===== src/rtl/mac_wv_sequencer.sv =====
// Write-verify sequencer for a single memory cell: read, compare against target,
// apply set/reset pulses on a word-line voltage ramp until within tolerance or a limit is hit.
module mac_wv_sequencer #(
   parameter int unsigned MAX_ITER = 16,
   parameter int unsigned TOL      = 2,
   parameter logic [7:0]  V_START  = 8'd40,
   parameter logic [7:0]  V_STEP   = 8'd4,
   parameter logic [7:0]  V_MAX    = 8'd200,
   parameter int unsigned TIMEOUT  = 1024
) (
   input  logic       sys_clk,
   input  logic       sys_rst,
   input  logic       req_valid,
   output logic       req_ready,
   input  logic [9:0] req_addr,
   input  logic [7:0] req_target,
   output logic       work_en,
   output logic       work_mode,
   output logic       op_mode,
   output logic [9:0] addr_out,
   output logic [7:0] v_wl,
   input  logic       work_down,
   input  logic [7:0] i_read,
   output logic       busy,
   output logic       done,
   output logic [1:0] status,
   output logic [4:0] iter_cnt
);
   localparam int WCW = $clog2(TIMEOUT + 1);

   typedef enum logic [2:0] {IDLE, RD_ISSUE, RD_WAIT, CHECK, PG_ISSUE, PG_WAIT, FIN} state_t;

   state_t         state_q, state_d;
   logic [9:0]     addr_q, addr_d;
   logic [7:0]     tgt_q, tgt_d;
   logic [7:0]     rd_q, rd_d;
   logic [7:0]     v_q, v_d;
   logic           mode_q, mode_d;
   logic           op_q, op_d;
   logic           ramp_q, ramp_d;
   logic [1:0]     status_q, status_d;
   logic [4:0]     iter_q, iter_d;
   logic [WCW-1:0] wcnt_q, wcnt_d;

   logic signed [8:0] err;
   logic [8:0]        abs_err;
   logic              pol_set, same_pol, tmo;
   logic [8:0]        v_sum;
   logic [7:0]        v_next;

   assign err      = $signed({1'b0, rd_q}) - $signed({1'b0, tgt_q});
   assign abs_err  = err[8] ? $unsigned(-err) : $unsigned(err);
   assign pol_set  = (rd_q < tgt_q);
   assign same_pol = ramp_q && (op_q == pol_set);
   assign v_sum    = {1'b0, v_q} + {1'b0, V_STEP};
   assign v_next   = (v_sum > {1'b0, V_MAX}) ? V_MAX : v_sum[7:0];
   // Counter clears on issue, so this fires such that FIN lands TIMEOUT cycles after the issue.
   assign tmo      = (wcnt_q == WCW'(TIMEOUT - 2));

   assign req_ready = (state_q == IDLE);
   assign busy      = !req_ready;
   assign work_en   = (state_q == RD_ISSUE) || (state_q == PG_ISSUE);
   assign done      = (state_q == FIN);
   assign work_mode = mode_q;
   assign op_mode   = op_q;
   assign addr_out  = addr_q;
   assign v_wl      = v_q;
   assign status    = status_q;
   assign iter_cnt  = iter_q;

   always_comb begin
      state_d  = state_q;
      addr_d   = addr_q;
      tgt_d    = tgt_q;
      rd_d     = rd_q;
      v_d      = v_q;
      mode_d   = mode_q;
      op_d     = op_q;
      ramp_d   = ramp_q;
      status_d = status_q;
      iter_d   = iter_q;
      wcnt_d   = wcnt_q;
      case (state_q)
         IDLE: if (req_valid) begin
            addr_d   = req_addr;
            tgt_d    = req_target;
            iter_d   = '0;
            ramp_d   = 1'b0;
            status_d = 2'b00;
            mode_d   = 1'b0;
            state_d  = RD_ISSUE;
         end
         RD_ISSUE: begin
            wcnt_d  = '0;
            state_d = RD_WAIT;
         end
         RD_WAIT: begin
            if (work_down) begin
               rd_d    = i_read;
               state_d = CHECK;
            end else if (tmo) begin
               status_d = 2'b11;
               state_d  = FIN;
            end else begin
               wcnt_d = wcnt_q + WCW'(1);
            end
         end
         CHECK: begin
            if (abs_err <= 9'(TOL)) begin
               status_d = 2'b00;
               state_d  = FIN;
            end else if (iter_q == 5'(MAX_ITER)) begin
               status_d = 2'b01;
               state_d  = FIN;
            end else if (same_pol && (v_q == V_MAX)) begin
               status_d = 2'b10;
               state_d  = FIN;
            end else begin
               op_d    = pol_set;
               v_d     = same_pol ? v_next : V_START;
               ramp_d  = 1'b1;
               mode_d  = 1'b1;
               state_d = PG_ISSUE;
            end
         end
         PG_ISSUE: begin
            iter_d  = iter_q + 5'd1;
            wcnt_d  = '0;
            state_d = PG_WAIT;
         end
         PG_WAIT: begin
            if (work_down) begin
               mode_d  = 1'b0;
               state_d = RD_ISSUE;
            end else if (tmo) begin
               status_d = 2'b11;
               state_d  = FIN;
            end else begin
               wcnt_d = wcnt_q + WCW'(1);
            end
         end
         FIN:     state_d = IDLE;
         default: state_d = IDLE;
      endcase
   end

   always_ff @(posedge sys_clk or posedge sys_rst) begin
      if (sys_rst) begin
         state_q  <= IDLE;
         addr_q   <= '0;
         tgt_q    <= '0;
         rd_q     <= '0;
         v_q      <= '0;
         mode_q   <= 1'b0;
         op_q     <= 1'b0;
         ramp_q   <= 1'b0;
         status_q <= 2'b00;
         iter_q   <= '0;
         wcnt_q   <= '0;
      end else begin
         state_q  <= state_d;
         addr_q   <= addr_d;
         tgt_q    <= tgt_d;
         rd_q     <= rd_d;
         v_q      <= v_d;
         mode_q   <= mode_d;
         op_q     <= op_d;
         ramp_q   <= ramp_d;
         status_q <= status_d;
         iter_q   <= iter_d;
         wcnt_q   <= wcnt_d;
      end
   end
endmodule


===== config.mk =====
export PLATFORM = sky130hd
export DESIGN_NAME = mac_wv_sequencer
export DESIGN_NICKNAME = d
export VERILOG_FILES = /design/src/rtl/mac_wv_sequencer.sv
export SDC_FILE = /design/constraint.sdc
export NUM_CORES = 1
export LEC_CHECK = 0
export BUFFER_PORTS_ARGS = -buffer_cell sky130_fd_sc_hd__buf_2
export CAP_MARGIN = 20
export CORE_MARGIN = 1
export CORE_UTILIZATION = 50
export DETAILED_ROUTE_END_ITERATION = 12
export HOLD_SLACK_MARGIN = 0.12
export PLACE_DENSITY_LB_ADDON = 0.05
export RECOVER_POWER = 100
export REMOVE_ABC_BUFFERS = 1
export SYNTH_ARGS = -nofsm -noshare
export SYNTH_HDL_FRONTEND = slang
export SYNTH_SLANG_ARGS = --single-unit

===== constraint.sdc =====
create_clock -name sys_clk -period 3.85 [get_ports sys_clk]
set_input_delay 0.1925 -clock sys_clk [delete_from_list [all_inputs] [get_ports sys_clk]]
set_output_delay 0.1925 -clock sys_clk [all_outputs]
set_load 0.1 [all_outputs]

==> flow_metrics.tcl, run 1 <==
set metrics [dict create \
    status "finished, violations left" \
    violations "capacitance limit" \
    synth_area_leader_cell "dfrtp_1" \
    hold_end "state_q[0]" \
    place_congestion 0.838 \
    worstSetupPathType "reg -> reg" \
    antenna_cells 0 \
    drc 0 \
    syn_area_per_cell_um2 9.30 \
    r2r-end "status[1]" \
    hpwlAfterDp_um 5200 \
    areaGrowthSynthToFinish_pct 18.7 \
    synth_edf_count 0 \
    die_y_um 85.6 \
    cts_made_buffers 5 \
    rows 30 \
    fin_skew_ns 0.0155 \
    hold_viol_final 0 \
    worstPathArrival_ns 3.66 \
    synth.area.top_cells "dfrtp_1 (40%), mux2_2 (6.1%), ha_1 (5.7%), nand2_1 (3.9%), o21ai_0 (3.9%)" \
    async_flop_share_pct 100 \
    crit_path_end_kind "register" \
    slew_viol_final 0 \
    wl_per_cell_um 13.9 \
    worst_pin_slew_ns 1.49 \
    synth_flop_cell "dfrtp_1" \
    chipWidth_um 85.6 \
    drive_gt1_share_pct 15.0 \
    grt_max_degree 41 \
    fillCellCount 607 \
    io_buffers 58 \
    synthCells 376 \
    drt_pass1_iterations 5 \
    num_vias 2990 \
    setup_viol 0 \
    overflow 0 \
    drtAntennaViolNets 0 \
    initial_core_util_pct 51.8 \
    grt_pass1_vias 2816 \
    drt-initial-drc-count 199 \
    slew_headroom_pct 0.267 \
    cts-root-buf "clkbuf_8" \
    required_ns 4.11 \
    cts_sinks 56 \
    postCtsSetupBuffers 0 \
    crit_fanout 16 \
    syn_area_um2 3500 \
    synth.distinct_cells 73 \
    hold_ws_ns 0.188 \
    clock_path_buffers 2 \
    yosysSeqAreaShare_pct 40.1 \
    synth_top_area_share_pct 40.1 \
    hp-start "work_down" \
    setup_tns_ns 0 \
    global_route.usage.total_pct 21.5 \
    core_um2 6760 \
    clock.fmax_mhz 294 \
    post-route-period-util_pct 88.3 \
    finish.utilization_pct 61.5 \
    antenna_found_initial 0 \
    r2r-start "rd_q[0]" \
    synth_seq_cells 56 \
    hold_class "in -> reg" \
    totalWireLength_um 7470 \
    timing.reg2reg.setup_slack_ns 0.45 \
    clk_pin_slew_ns 0.11 \
    cts-htree-levels 2 \
    nNetsFinal 505 \
    grt_pass1_wl_um 12700 \
    fin_crit_ns 3.40 \
    via_per_inst 5.55 \
    io-pin-count 61 \
    clk_latency_ns 0.32 \
    critPathLaunchType "register" \
    dieArea_um2 7330 \
    rsz0062_at_grt "false" \
    maxCapViolCount 1 \
    holdPathStages 3 \
    r2r_cells 14 \
    yosys_warnings 0 \
    cts_tree "done" \
]
## registers in the layout, summed over array words and instances (netlist names), 2 cells and up
signal,count
addr_out,10
wcnt_q,11
state_q,3
status,2
v_wl,6
tgt_q,8
iter_cnt,5
rd_q,8
## worst max-delay path by stage
stage / startpoint / endpoint / slack [ns]
floorplan: state_q[0] / wcnt_q[10] / 0.46
global placement: rd_q[0] / op_mode / 0.69
global route: rd_q[0] / status[0] / 0.15
detailed placement: rd_q[0] / op_mode / 0.61
CTS: rd_q[0] / op_mode / 0.58
finish: rd_q[0] / status[1] / 0.45
## cells in the mapped netlist, types with 4 or more instances
master     n
inv_1     27
nand4_1    4
nor3_1     6
xor2_1     7
and3_1     4
dfrtp_1   56
nor2_1    28
a31oi_1    5
nand2_1   36
or3_1      4
a21oi_1   16
xnor2_1    7
clkbuf_1   9
mux2_2    19
ha_1      16
nand2b_1   8
nor3b_1    4
o21ai_0   27
nand3_1   17
## metal layers
metal	global-route usage [%]	up-vias	wire length, um
met5	0	-	0
met4	6.06	0	66
met3	4.23	6	274
met2	36.6	59	3570
met1	27.9	1419	3560
li1	-	1506	-
## cell type report
class                   instances  area, um2  share of cell area [%]
clock buffers                   5       68.8                    1.66
clock inverters                 3       22.5                   0.542
inverters                      27        101                    2.44
multi-input cells             279       1920                    46.1
flip-flops and latches         56       1400                    33.7
well taps                      80        100                    2.41
repair buffers                 89        543                    13.1
## worst max-delay path: stages (launching register included)
cell and delay, ns:
dfrtp_1 0.38, inv_1 0.07, ha_1 0.16, inv_1 0.05, fa_1 0.48, inv_1 0.10, ha_1 0.28, nand4_1 0.13
mux2_2 0.31, mux2i_1 0.14, a32oi_1 0.14, o31ai_1 0.47, a21oi_4 0.21, a21oi_1 0.26, a2bb2oi_1 0.17
## kinds of logic after synthesis
| family | share of synthesized area, % |
|---|---|
| AO/OA/AOI/OAI | 19.8 |
| XOR/XNOR | 3.97 |
| adder cells (fa/ha/maj) | 6.30 |
| buffers and inverters | 5.01 |
| flip-flops | 40.1 |
| multiplexers | 7.01 |
| other | 0.107 |
| AND/OR/NAND/NOR | 17.8 |
## cell usage in the layout (no fill, tap or decap), types with 6 or more instances in the layout
cell type / instances
a21oi_1: 17
buf_2: 29
clkbuf_1: 32
dfrtp_1: 56
dlygate4sd3_1: 27
ha_1: 16
inv_1: 27
mux2_2: 19
nand2_1: 36
nand2b_1: 8
nand3_1: 17
nor2_1: 28
nor3_1: 6
o21ai_0: 28
xnor2_1: 7
xor2_1: 7
## stage by stage
| stage | area (um2) | instances | worst slack (ns) |
|---|---|---|---|
| 2_1_floorplan | 3430 | 362 | 0.457 |
| 3_3_place_gp | 3850 | 504 | 0.690 |
| 3_5_place_dp | 3850 | 504 | 0.613 |
| 4_1_cts | 4210 | 539 | 0.582 |
| 5_1_grt | 4150 | 539 | 0.149 |
| 6_report | 4150 | 539 | 0.450 |
## what timing repair did
action,4_1_cts,5_1_grt
hold endpoints to repair,65,0
hold buffers,27,0
gates resized for setup,0,0
Power of run 1 is not shown: default switching activity piles up to over one toggle a cycle in this logic, so the estimate is an artifact.
==> run 2, diff against run 1 <==
--- a/config.mk
+++ b/config.mk
@@ -10,6 +10,8 @@
 export CORE_MARGIN = 1
 export CORE_UTILIZATION = 50
 export DETAILED_ROUTE_END_ITERATION = 12
+export GPL_ROUTABILITY_DRIVEN = 0
+export GPL_TIMING_DRIVEN = 0
 export HOLD_SLACK_MARGIN = 0.12
 export PLACE_DENSITY_LB_ADDON = 0.05
 export RECOVER_POWER = 100
==> constraint.sdc (replaced) <==
create_clock -name sys_clk -period 4.32 [get_ports sys_clk]
set_input_delay 0.216 -clock sys_clk [delete_from_list [all_inputs] [get_ports sys_clk]]
set_output_delay 0.216 -clock sys_clk [all_outputs]
set_load 0.1 [all_outputs]
==> run 2 against run 1 <==
The flow finishes with violations (capacitance limit, slew limit). Worst setup slack gained 0.36 ns. Flip-flop and latch count is the same. Cell count shrank 2.2%. Critical path depth is the same. Register-to-register slack gained 0.36 ns.
==> flow_metrics.tcl, run 2 (synthesized netlist as in run 1, its figures left out) <==
set metrics [dict create \
    dieArea_um2 7330 \
    clock.fmax_mhz 285 \
    drc 0 \
    cpPeakStageDelay_ns 0.48 \
    clock_path_buffers 2 \
    die_y_um 85.6 \
    nNetsFinal 493 \
    fin_skew_ns 0.0109 \
    fin_crit_ns 3.51 \
    initial_core_util_pct 51.8 \
    place_inst 503 \
    antenna_cells 0 \
    ctsResizeCount 0 \
    io-pin-count 61 \
    postCtsSetupBuffers 0 \
    maxCapViolCount 1 \
    worst_pin_slew_ns 2.21 \
    critPathLaunchType "register" \
    cpMostUsedCell "inv_1" \
    overflow 0 \
    areaGrowthSynthToFinish_pct 15.2 \
    violations "capacitance limit, slew limit" \
    cts-root-buf "clkbuf_8" \
    setup_tns_ns 0 \
    timing.reg2reg.setup_slack_ns 0.81 \
    required_ns 4.57 \
    crit_fanout 16 \
    setup_viol 0 \
    finalNonFillerCells 527 \
    wl_per_cell_um 13.5 \
    post-route-period-util_pct 81.3 \
    regMostFlops "wcnt_q" \
    global_route.usage.total_pct 20.7 \
    chipWidth_um 85.6 \
    totalWireLength_um 7120 \
    cts_made_buffers 5 \
    hpwlAfterDp_um 5210 \
    cts_tree "done" \
    fillCellCount 627 \
    hold_ws_ns 0.131 \
    core_um2 6760 \
    drtAntennaViolNets 0 \
    grt_pass1_vias 2789 \
    hold_class "in -> reg" \
    io_buffers 58 \
    clk_pin_slew_ns 0.11 \
    via_per_inst 5.63 \
    mostFrequentLayoutCell "dfrtp_1" \
    slew_headroom_pct -47.0 \
    crit_path_end_kind "register" \
    drt-initial-drc-count 143 \
    r2r-end "status[1]" \
    slew_viol_final 43 \
    clk_latency_ns 0.32 \
    antenna_found_initial 0 \
    num_vias 2967 \
    status "finished, violations left" \
    drive_gt1_share_pct 14.8 \
    rows 30 \
    cts-htree-levels 2 \
    drt_pass1_iterations 5 \
    r2r_cells 14 \
    rsz0062_at_grt "false" \
    final_cell_mix "dfrtp_1 (56), nand2_1 (36), clkbuf_1 (33)" \
    cts_sinks 56 \
    largest_reg_flops 11 \
    critPathSlowestCell "o31ai_1" \
    worstPathArrival_ns 3.76 \
    hold_viol_final 0 \
    r2r-start "rd_q[0]" \
    worstPathCellList "inv_1 -> ha_1 -> inv_1 -> fa_1 -> inv_1 -> ha_1 -> nand4b_1 -> mux2_1 -> mux2i_1 -> a32oi_1 -> o31ai_1 -> a21oi_4 -> a21oi_1 -> a2bb2oi_1" \
    holdPathStages 2 \
    hp-start "i_read[2]" \
    worstSetupPathType "reg -> reg" \
    grt_max_degree 43 \
    hold_end "rd_q[2]" \
    grt_pass1_wl_um 12300 \
]
[run 2: changes by cell type in the layout (fill, tap and decap cells not counted)]
cell / before / now
clkbuf_1: 32 / 33
buf_4: 1 / 0
dlygate4sd3_1: 27 / 16
o21ai_1: 1 / 2
clkinv_4: 1 / 0
o21ai_0: 28 / 27
mux2_1: 1 / 2
mux2_2: 19 / 18
[run 2: worst max-delay path by stage]
| stage | start | end | depth (start not counted) |
|---|---|---|---|
| after floorplan | state_q[0] | wcnt_q[10] | 8 |
| after global placement | rd_q[0] | op_mode | 12 |
| after detailed placement | rd_q[0] | op_mode | 12 |
| after CTS | rd_q[0] | op_mode | 12 |
| after global routing | rd_q[0] | status[1] | 14 |
| final | rd_q[0] | status[1] | 14 |
[run 2: through the flow]
| step | cell area, um2 | utilization [%] | worst slack [ns] |
|---|---|---|---|
| 3_5_place_dp | 3870 | 57.3 | 1.06 |
| 3_3_place_gp | 3820 | 56.5 | 1.07 |
| 5_1_grt | 4030 | 59.6 | 0.495 |
| 4_1_cts | 4080 | 60.4 | 1.05 |
| 2_1_floorplan | 3430 | - | 0.927 |
| 6_report | 4030 | 59.6 | 0.809 |
[run 2: worst max-delay path: cells and delay by family (launching register included)]
kind | cells | cell delay [ns]
AOI/OAI and AO/OA | 5 | 1.28
adders and majority gates | 3 | 0.92
muxes | 2 | 0.52
DFF | 1 | 0.37
buffers and inverters | 3 | 0.22
and+or+nand+nor | 1 | 0.12
[run 2: routing by layer]
layer  track usage [%]  share of wire [%]  routed length [um]  up-vias
li1                  -                  -                   -     1479
met1              27.2                 48                3450     1406
met2              35.2                 47                3320       71
met3              3.95                3.6                 260       11
met4              5.45                1.3                  95        0
met5                 0                  0                   0        -
[run 2: what timing repair did]
item,4_1_cts,5_1_grt
hold endpoints to repair,25,4
hold buffers,12,4
endpoints found under the setup margin,0,0
[run 2: area by class of cell]
type,count,area [um2],share of cell area (%)
Multi-Input combinational cell,279,1920,47.5
Sequential cell,56,1400,34.8
Timing Repair Buffer,77,425,10.6
Inverter,27,101,2.51
Tap cell,80,100,2.48
Clock buffer,6,72.6,1.80
Clock inverter,2,13.8,0.342
Power of run 2 is left out for the same reason.
==> run 3, diff against run 2 <==
==> constraint.sdc (replaced) <==
create_clock -name sys_clk -period 3.21 [get_ports sys_clk]
set_input_delay 0.1605 -clock sys_clk [delete_from_list [all_inputs] [get_ports sys_clk]]
set_output_delay 0.1605 -clock sys_clk [all_outputs]
set_load 0.1 [all_outputs]
==> run 3 against run 2 <==
The run ends with setup timing left. Worst setup slack worse by 0.81 ns. Register-to-register slack lost 0.81 ns. Design area grew 8.9%. Largest cell class unchanged.
==> flow_metrics.tcl, run 3 (synthesized netlist as in run 1, its figures left out) <==
set metrics [dict create \
    cts-htree-levels 2 \
    clock_path_buffers 2 \
    mostFrequentLayoutCell "dfrtp_1" \
    critPathLaunchType "register" \
    setup_tns_ns -0.00480 \
    setup_viol 1 \
    final_cell_mix "dfrtp_1 (56), nand2_1 (36), buf_2 (31)" \
    cts_tree "done" \
    nNetsFinal 508 \
    worstPathArrival_ns 3.47 \
    worstSetupPathType "reg -> reg" \
    die_y_um 85.6 \
    grt_pass1_vias 2868 \
    cpMostUsedCell "inv_2" \
    r2r-end "status[0]" \
    via_per_inst 5.56 \
    critPathCapture "status[0]" \
    required_ns 3.46 \
    cts-root-buf "clkbuf_8" \
    startpoint "rd_q[0]" \
    global_route.usage.total_pct 21.4 \
    cpPeakStageDelay_ns 0.61 \
    drt_pass1_iterations 4 \
    drive_gt1_share_pct 21.6 \
    worst_slack_ns -0.00480 \
    io-pin-count 61 \
    drc 0 \
    grt_pass1_wl_um 12700 \
    crit_cells 12 \
    wl_per_cell_um 14.2 \
    r2r_cells 12 \
    totalWireLength_um 7690 \
    clock.fmax_mhz 311 \
    drt-initial-drc-count 145 \
    antenna_found_initial 0 \
    areaGrowthSynthToFinish_pct 25.5 \
    grt_max_degree 43 \
    crit_path_end_kind "register" \
    clk_pin_slew_ns 0.11 \
    fin_skew_ns 0.0147 \
    critPathSlowestCell "or4_4" \
    dpl_worst_slack_ns -0.0473 \
    slew_headroom_pct 21.4 \
    hold_class "in -> reg" \
    worst_pin_slew_ns 1.18 \
    fin_crit_ns 3.21 \
    cp_top_family "compound AO/OA/AOI/OAI gates" \
    chipWidth_um 85.6 \
    timing.reg2reg.setup_slack_ns -0.005 \
    cts_sinks 56 \
    dieArea_um2 7330 \
    maxCapViolCount 0 \
    cts_made_buffers 5 \
    initial_core_util_pct 51.8 \
    post-route-period-util_pct 100 \
    drtAntennaViolNets 0 \
    core_um2 6760 \
    antenna_cells 0 \
    rows 30 \
    worstPathCellList "inv_2 -> ha_4 -> inv_2 -> fa_2 -> a211o_4 -> nand3_4 -> a22oi_2 -> or4_4 -> a32oi_4 -> a21oi_4 -> a21oi_2 -> a2bb2oi_1" \
    overflow 0 \
    crit_fanout 7 \
    hpwlAfterDp_um 5210 \
    violations "setup timing" \
    status "finished, violations left" \
    io_buffers 58 \
    clk_latency_ns 0.32 \
    r2r-start "rd_q[0]" \
    hold_viol_final 0 \
    largest_reg_flops 11 \
    slew_viol_final 0 \
    regMostFlops "wcnt_q" \
    critPathBufInv 2 \
    num_vias 3016 \
    rsz0062_at_grt "true" \
]
run 3: metal layers:
metal	track usage [%]	share of wire [%]	up-vias
met1	28.2	47	1420
li1	-	-	1518
met2	36.5	48	67
met5	0	0	-
met4	5.45	1.2	0
met3	3.95	3.3	11
run 3: worst register-to-register path: stages, from the launching register on:
cell and delay [ns]:
dfrtp_1 0.39, inv_2 0.08, ha_4 0.14, inv_2 0.04
fa_2 0.46, a211o_4 0.41, nand3_4 0.10, a22oi_2 0.14
or4_4 0.61, a32oi_4 0.28, a21oi_4 0.15, a21oi_2 0.18
a2bb2oi_1 0.18
run 3: per-stage QoR:
step                hold WS (ns)  instance area, um2  cells  util, %
detailed placement         0.151                3870    503     57.3
global placement           0.360                3820    500     56.5
finish                     0.147                4390    542     65.0
global route               0.163                4390    542     65.0
floorplan                  0.277                3430    362        -
CTS                        0.154                4250    540     63.0
run 3: final cells by class:
class	count	area [um2]
fill	583	2370
multi-input combinational	280	2110
tap	80	100
clock inverter	2	13.8
timing repair buffer	91	589
sequential	56	1400
clock buffer	6	72.6
inverter	27	101
run 3: worst min-delay path by stage:
stage / startpoint / to / slack (ns) / depth (start not counted)
2_1_floorplan: i_read[0] / rd_q[0] / 0.28 / 2
3_3_place_gp: i_read[0] / rd_q[0] / 0.36 / 3
3_5_place_dp: sys_rst / addr_out[5] / 0.15 / 2
4_1_cts: work_down / state_q[0] / 0.15 / 3
5_1_grt: work_down / state_q[0] / 0.16 / 3
6_report: work_down / state_q[0] / 0.15 / 3
run 3: repair_timing:
action | CTS | global route
hold buffers | 27 | 0
pin swaps | 1 | 14
endpoints found under the hold margin | 40 | 0
setup endpoints to repair | 4 | 12
cloned | 1 | 0
buffers inserted | 1 | 2
resized for setup | 1 | 31
Power of run 3 is left out for the same reason.
